### config.mk
export PLATFORM = sky130hd
export DESIGN_NAME = serv_bus_sched
export DESIGN_NICKNAME = d
export VERILOG_FILES = /design/src/rtl/serv_bus_sched.sv
export SDC_FILE = /design/constraint.sdc
export NUM_CORES = 1
export LEC_CHECK = 0
export ABC_AREA = 0
export BUFFER_PORTS_ARGS = -buffer_cell sky130_fd_sc_hd__clkbuf_2
export CAP_MARGIN = 20
export CORE_AREA = 2 2 145 147
export CTS_CLUSTER_DIAMETER = 40
export DETAILED_ROUTE_END_ITERATION = 10
export DIE_AREA = 0 0 147 149
export PLACE_DENSITY_LB_ADDON = 0.05
export SLEW_MARGIN = 5
export SYNTH_ARGS = -nofsm -noshare
export SYNTH_HDL_FRONTEND = slang
export SYNTH_SLANG_ARGS = --single-unit
### constraint.sdc
create_clock -name i_clk -period 2.4 [get_ports i_clk]
set_input_delay 0.48 -clock i_clk [delete_from_list [all_inputs] [get_ports i_clk]]
set_output_delay 0.48 -clock i_clk [all_outputs]
set_load 0.005 [all_outputs]
### src/rtl/serv_bus_sched.sv
// serv_bus_sched
//   Shares one memory bus between a SERV-style core (instruction fetch and
//   data ports) and an external debug/DMA master. Ownership is granted from
//   IDLE, held until the owner is acked or drops its cycle, then returned to
//   IDLE for at least one cycle. When the core and the external master both
//   request, ownership strictly alternates. An optional watchdog aborts a
//   transfer that the memory never acks. It completes the transfer with
//   zero read data and pulses o_timeout on the following cycle.
//
// Ports
//   i_clk, i_rst          clock, asynchronous active-high reset
//   i_ibus_*  / o_ibus_*  core fetch request (read only) and its response
//   i_dbus_*  / o_dbus_*  core data request and its response
//   i_ext_*   / o_ext_*   external master request and its response
//   o_wb_*    / i_wb_*    shared memory bus
//   o_timeout             one-cycle pulse after a watchdog abort
//
// Parameter
//   TIMEOUT_W             watchdog counter width; 0 disables the watchdog
module serv_bus_sched #(
  parameter int TIMEOUT_W = 8
) (
  input  logic        i_clk,
  input  logic        i_rst,
  // core instruction fetch
  input  logic [31:0] i_ibus_adr,
  input  logic        i_ibus_cyc,
  output logic [31:0] o_ibus_rdt,
  output logic        o_ibus_ack,
  // core data access
  input  logic [31:0] i_dbus_adr,
  input  logic [31:0] i_dbus_dat,
  input  logic [3:0]  i_dbus_sel,
  input  logic        i_dbus_we,
  input  logic        i_dbus_cyc,
  output logic [31:0] o_dbus_rdt,
  output logic        o_dbus_ack,
  // external master
  input  logic [31:0] i_ext_adr,
  input  logic [31:0] i_ext_dat,
  input  logic [3:0]  i_ext_sel,
  input  logic        i_ext_we,
  input  logic        i_ext_cyc,
  output logic [31:0] o_ext_rdt,
  output logic        o_ext_ack,
  // shared memory bus
  output logic [31:0] o_wb_adr,
  output logic [31:0] o_wb_dat,
  output logic [3:0]  o_wb_sel,
  output logic        o_wb_we,
  output logic        o_wb_cyc,
  input  logic [31:0] i_wb_rdt,
  input  logic        i_wb_ack,
  // watchdog
  output logic        o_timeout
);

  typedef enum logic [1:0] {
    IDLE = 2'd0,
    CORE = 2'd1,
    EXT  = 2'd2
  } state_t;

  // A zero-width watchdog is not expressible, so keep one dummy counter bit
  // and disable it through WDOG_EN.
  localparam int            CW      = (TIMEOUT_W > 0) ? TIMEOUT_W : 1;
  localparam bit            WDOG_EN = (TIMEOUT_W > 0);
  // The counter holds the number of completed owned cycles without an ack.
  // The current cycle is the last one allowed when the count is one short
  // of 2^TIMEOUT_W-1.
  localparam logic [CW-1:0] EXP_CNT = {CW{1'b1}} - CW'(1);

  state_t        r_state;
  state_t        w_state_nxt;
  logic          r_last_ext;
  logic          r_timeout;
  logic [CW-1:0] r_cnt;

  logic          w_core_req;
  logic          w_owner_cyc;
  logic          w_sel_dbus;
  logic          w_expire;
  logic          w_owner_ack;
  logic          w_leave;

  assign w_core_req = i_ibus_cyc | i_dbus_cyc;

  // Bus mux: mirror the current owner. The fetch port has no write data.
  always_comb begin
    w_owner_cyc = 1'b0;
    w_sel_dbus  = 1'b0;
    o_wb_adr    = '0;
    o_wb_dat    = '0;
    o_wb_sel    = '0;
    o_wb_we     = 1'b0;
    case (r_state)
      CORE: begin
        w_owner_cyc = w_core_req;
        w_sel_dbus  = i_dbus_cyc;
        if (i_dbus_cyc) begin
          o_wb_adr = i_dbus_adr;
          o_wb_dat = i_dbus_dat;
          o_wb_sel = i_dbus_sel;
          o_wb_we  = i_dbus_we;
        end else begin
          o_wb_adr = i_ibus_adr;
          o_wb_sel = 4'hF;
        end
      end
      EXT: begin
        w_owner_cyc = i_ext_cyc;
        o_wb_adr    = i_ext_adr;
        o_wb_dat    = i_ext_dat;
        o_wb_sel    = i_ext_sel;
        o_wb_we     = i_ext_we;
      end
      default: ;
    endcase
  end

  assign o_wb_cyc = w_owner_cyc;

  // A real ack on the expiry cycle wins over the watchdog.
  assign w_expire    = WDOG_EN && w_owner_cyc && !i_wb_ack && (r_cnt == EXP_CNT);
  assign w_owner_ack = w_owner_cyc && (i_wb_ack || w_expire);
  // Ownership ends on completion or when the owner withdraws its cycle.
  assign w_leave     = (r_state != IDLE) && (!w_owner_cyc || w_owner_ack);

  assign o_ibus_ack = (r_state == CORE) && !w_sel_dbus && w_owner_ack;
  assign o_dbus_ack = (r_state == CORE) &&  w_sel_dbus && w_owner_ack;
  assign o_ext_ack  = (r_state == EXT)  && w_owner_ack;

  // Read data is broadcast; only the port receiving a watchdog ack sees zero.
  assign o_ibus_rdt = (w_expire && (r_state == CORE) && !w_sel_dbus) ? 32'h0 : i_wb_rdt;
  assign o_dbus_rdt = (w_expire && (r_state == CORE) &&  w_sel_dbus) ? 32'h0 : i_wb_rdt;
  assign o_ext_rdt  = (w_expire && (r_state == EXT))                 ? 32'h0 : i_wb_rdt;

  assign o_timeout = r_timeout;

  // Next-state: contention in IDLE goes to whoever did not own the bus last.
  always_comb begin
    w_state_nxt = r_state;
    case (r_state)
      IDLE: begin
        if (w_core_req && i_ext_cyc) begin
          w_state_nxt = r_last_ext ? CORE : EXT;
        end else if (w_core_req) begin
          w_state_nxt = CORE;
        end else if (i_ext_cyc) begin
          w_state_nxt = EXT;
        end
      end
      CORE, EXT: begin
        if (w_leave) w_state_nxt = IDLE;
      end
      default: w_state_nxt = IDLE;
    endcase
  end

  always_ff @(posedge i_clk or posedge i_rst) begin
    if (i_rst) begin
      r_state <= IDLE;
    end else begin
      r_state <= w_state_nxt;
    end
  end

  // After reset the core is treated as having waited, so it wins first.
  always_ff @(posedge i_clk or posedge i_rst) begin
    if (i_rst) begin
      r_last_ext <= 1'b1;
      r_cnt      <= '0;
      r_timeout  <= 1'b0;
    end else begin
      r_timeout <= w_expire;
      if (w_leave) begin
        r_last_ext <= (r_state == EXT);
      end
      // The counter rests at zero in IDLE, so every grant starts from zero.
      if ((r_state == IDLE) || w_leave) begin
        r_cnt <= '0;
      end else if (WDOG_EN) begin
        r_cnt <= r_cnt + CW'(1);
      end
    end
  end

endmodule

==> results.md <==
* Count leader, synth: nor2b_1
* Placed cell count at 1027
* Hold Slack at 0.240 ns
* Share of layout cells above drive strength 1 at 0.746
* Failing checks: setup timing
* Register bit total from synthesis at 12
* Tmin final at 2.75 ns
* Post-Place Setup Slack at -0.197 ns
* Top cell type by total area after synthesis: a22oi_1
* I/O pins at 378
* Wire per inst at 16.4 um
* Initial Utilization at 0.139
* 1st-iter DRT viols at 93
* Total Power at 3.05 mW
* Fmax at 363 MHz
* Vias at 4335
* Part of the cycle the worst path needs at 1.15
* All-Layer GR Usage at 0.144
* DRC at 0
* DIE WIDTH at 147 um
* I/O Buffers at 377
* Reg area at 302 um^2
* RSZ-0062 raised after global routing: yes
* CTS tree: built
* Prevailing post-synth register cell: dfrtp_1
* Later-pin clock latency in the skew report at 0.24 ns
* MaxCap Viol Count at 0
* CTS buffer count at 3
* Post-route design area at 5990 um^2
* Clk slew on worst S/H paths at 0.05 ns
* Crit Path Max Fanout at 8
* Remaining global-route overflow at 0
* P_leak at 2.99 nW
* Max-slew violations at 0
* Slew at the pin with the worst max-slew slack at 0.508 ns
* Synth top cells by count: 66 x nor2b_1, 65 x a22oi_1, 52 x and2_2, 45 x and2_1, 33 x mux2_2
* H-tree levels at 1
* Endpoints failing hold at 0
* Vias in the first global route at 4406
* Non-Filler Instances at 1049
* DP HPWL at 13100 um
* Final setup fails at 116
* Placer Congestion at 0.834
* EDFF count, synth at 0
* Maximum vdd drop at 0.248 mV
* Required @ worst endpoint at 1.92 ns
* Filler cell count at 2271
* Pre-antenna DRT Iters at 4
* WL final at 17200 um
* Routed Antenna Nets at 0
* Largest net degree at the start of global routing at 42
* Pwr/cell area at 509 nW/um^2
* Setup Skew at 0.00555 ns
* Critical path arrival at 2.27 ns
* Fin Setup TNS at -28.57 ns
* Setup crit end kind: primary output
* Final #Nets at 988
* Status: finished with violations
* Multi-input combinational cell area at 2670 um^2
* Clock Tree Root: clkbuf_16
* Final worst slack at -0.355 ns
* First-pass GRT wire length at 24900 um
* Via-to-Cell Ratio at 4.13
* Worst setup SP type: register
* Synth Warn # at 0
* Synth Instances at 387
* Syn Nets at 601
* Placed inst area at 5190 um^2
* Post-Syn Area at 2860 um^2
* Top cells by area, synth: a22oi_1 17%, nor2b_1 14%, and2_2 14%
* Seq/Total Area, Yosys at 0.105
* Core Util, Final at 0.291
* Deepest clock path buffer count at 2
* Crit path kind: reg2out
* Height of the die at 149 um
* Die Area at 21900 um^2
* Core area at 20600 um^2
* Async set or reset register ratio after synthesis at 1.00
* Synth Area per Inst at 7.39 um^2
* Synth top area share at 0.171
* P&R area growth vs syn at 109%
* Synth cell types at 28
* Cell Rows at 53
* Hold Path Class: in2async
* Antenna violations before repair at 0
* Clk sink count at 12
* Worst slew margin at 0.661
## path summary, 6_finish.rpt
check / startpoint / to / slack, ns / depth (start not counted)
max: r_state[1] / o_dbus_rdt[11] / -0.35 / 11
min: i_rst / r_cnt[4] / 0.24 / 2
max reg2reg: r_state[1] / r_cnt[2] / 0.37 / 9
min reg2reg: r_cnt[1] / r_cnt[1] / 0.54 / 2
max in group asynchronous: i_rst / r_last_ext / 1.80 / 2
min in group i_clk: r_cnt[1] / r_cnt[1] / 0.54 / 2
## sequential cells by signal, indices dropped and copies added, names as in the netlist
signal,count
r_cnt,8
r_state,2
o_timeout,1
r_last_ext,1
## cells by family (layout without fill, tap and decap cells)
kind of cell    count (synthesis)  after routing  share of synthesized area
simple gates                  204            204                      0.444
compound gates                 81             81                      0.212
buf+inv                        45            431                     0.0643
mux                            33             33                      0.130
flops                          12             12                      0.105
fa+ha+maj                       6              6                     0.0263
xor+xnor                        6              6                     0.0184
other cells                     0              1                          0
## worst max-delay path, cell delays in order (launching register included)
cell       delay, ns
dfrtp_1         0.39
inv_2           0.10
buf_6           0.11
ha_4            0.12
o211ai_1        0.14
a2111oi_4       0.34
buf_4           0.18
nand3_4         0.10
buf_6           0.17
buf_16          0.14
and2_4          0.14
buf_8           0.11
## what timing repair did
action | in CTS | in global routing
setup buffers | 10 | 2
setup endpoints to repair | 132 | 168
hold buffers | 0 | 0
gates resized for setup | 94 | 52
pin swaps | 66 | 8
gates cloned | 7 | 1
## layer usage
metal	GRT usage	routed length [um]
met4	0.0168	144
met1	0.175	6900
met5	0	0
met2	0.272	9060
met3	0.0245	1060
## final cells by class
cell class / count / share of cell area
timing repair buffer: 419 / 0.426
tap: 275 / 0.0575
multi-input combinational: 330 / 0.446
clock buffer: 4 / 0.0148
antenna: 1 / 0.000418
inverter: 8 / 0.00502
sequential: 12 / 0.0504
## cell usage in the layout, fill, tap and decap left out, types with 3 or more instances in the layout
cell	count
a21boi_0	4
buf_6	16
nand2_1	9
o21ai_0	6
buf_12	6
and2_4	64
nand3_1	5
nor2b_1	66
nand4_1	3
buf_4	21
a22oi_1	50
inv_1	7
xnor2_1	4
a22oi_2	15
and2_1	6
clkbuf_2	365
dfrtp_1	11
nor2_1	13
mux2_2	33
and2_2	27
buf_16	6
clkbuf_16	4
## power breakdown
part	switching, mW	internal (mW)	total [mW]
Sequential	0.0114	0.230	0.242
Combinational	1.17	1.28	2.46
Clock	0.0949	0.252	0.347
Total	1.28	1.77	3.05
Note: power is estimated with default switching activity, not from simulation.
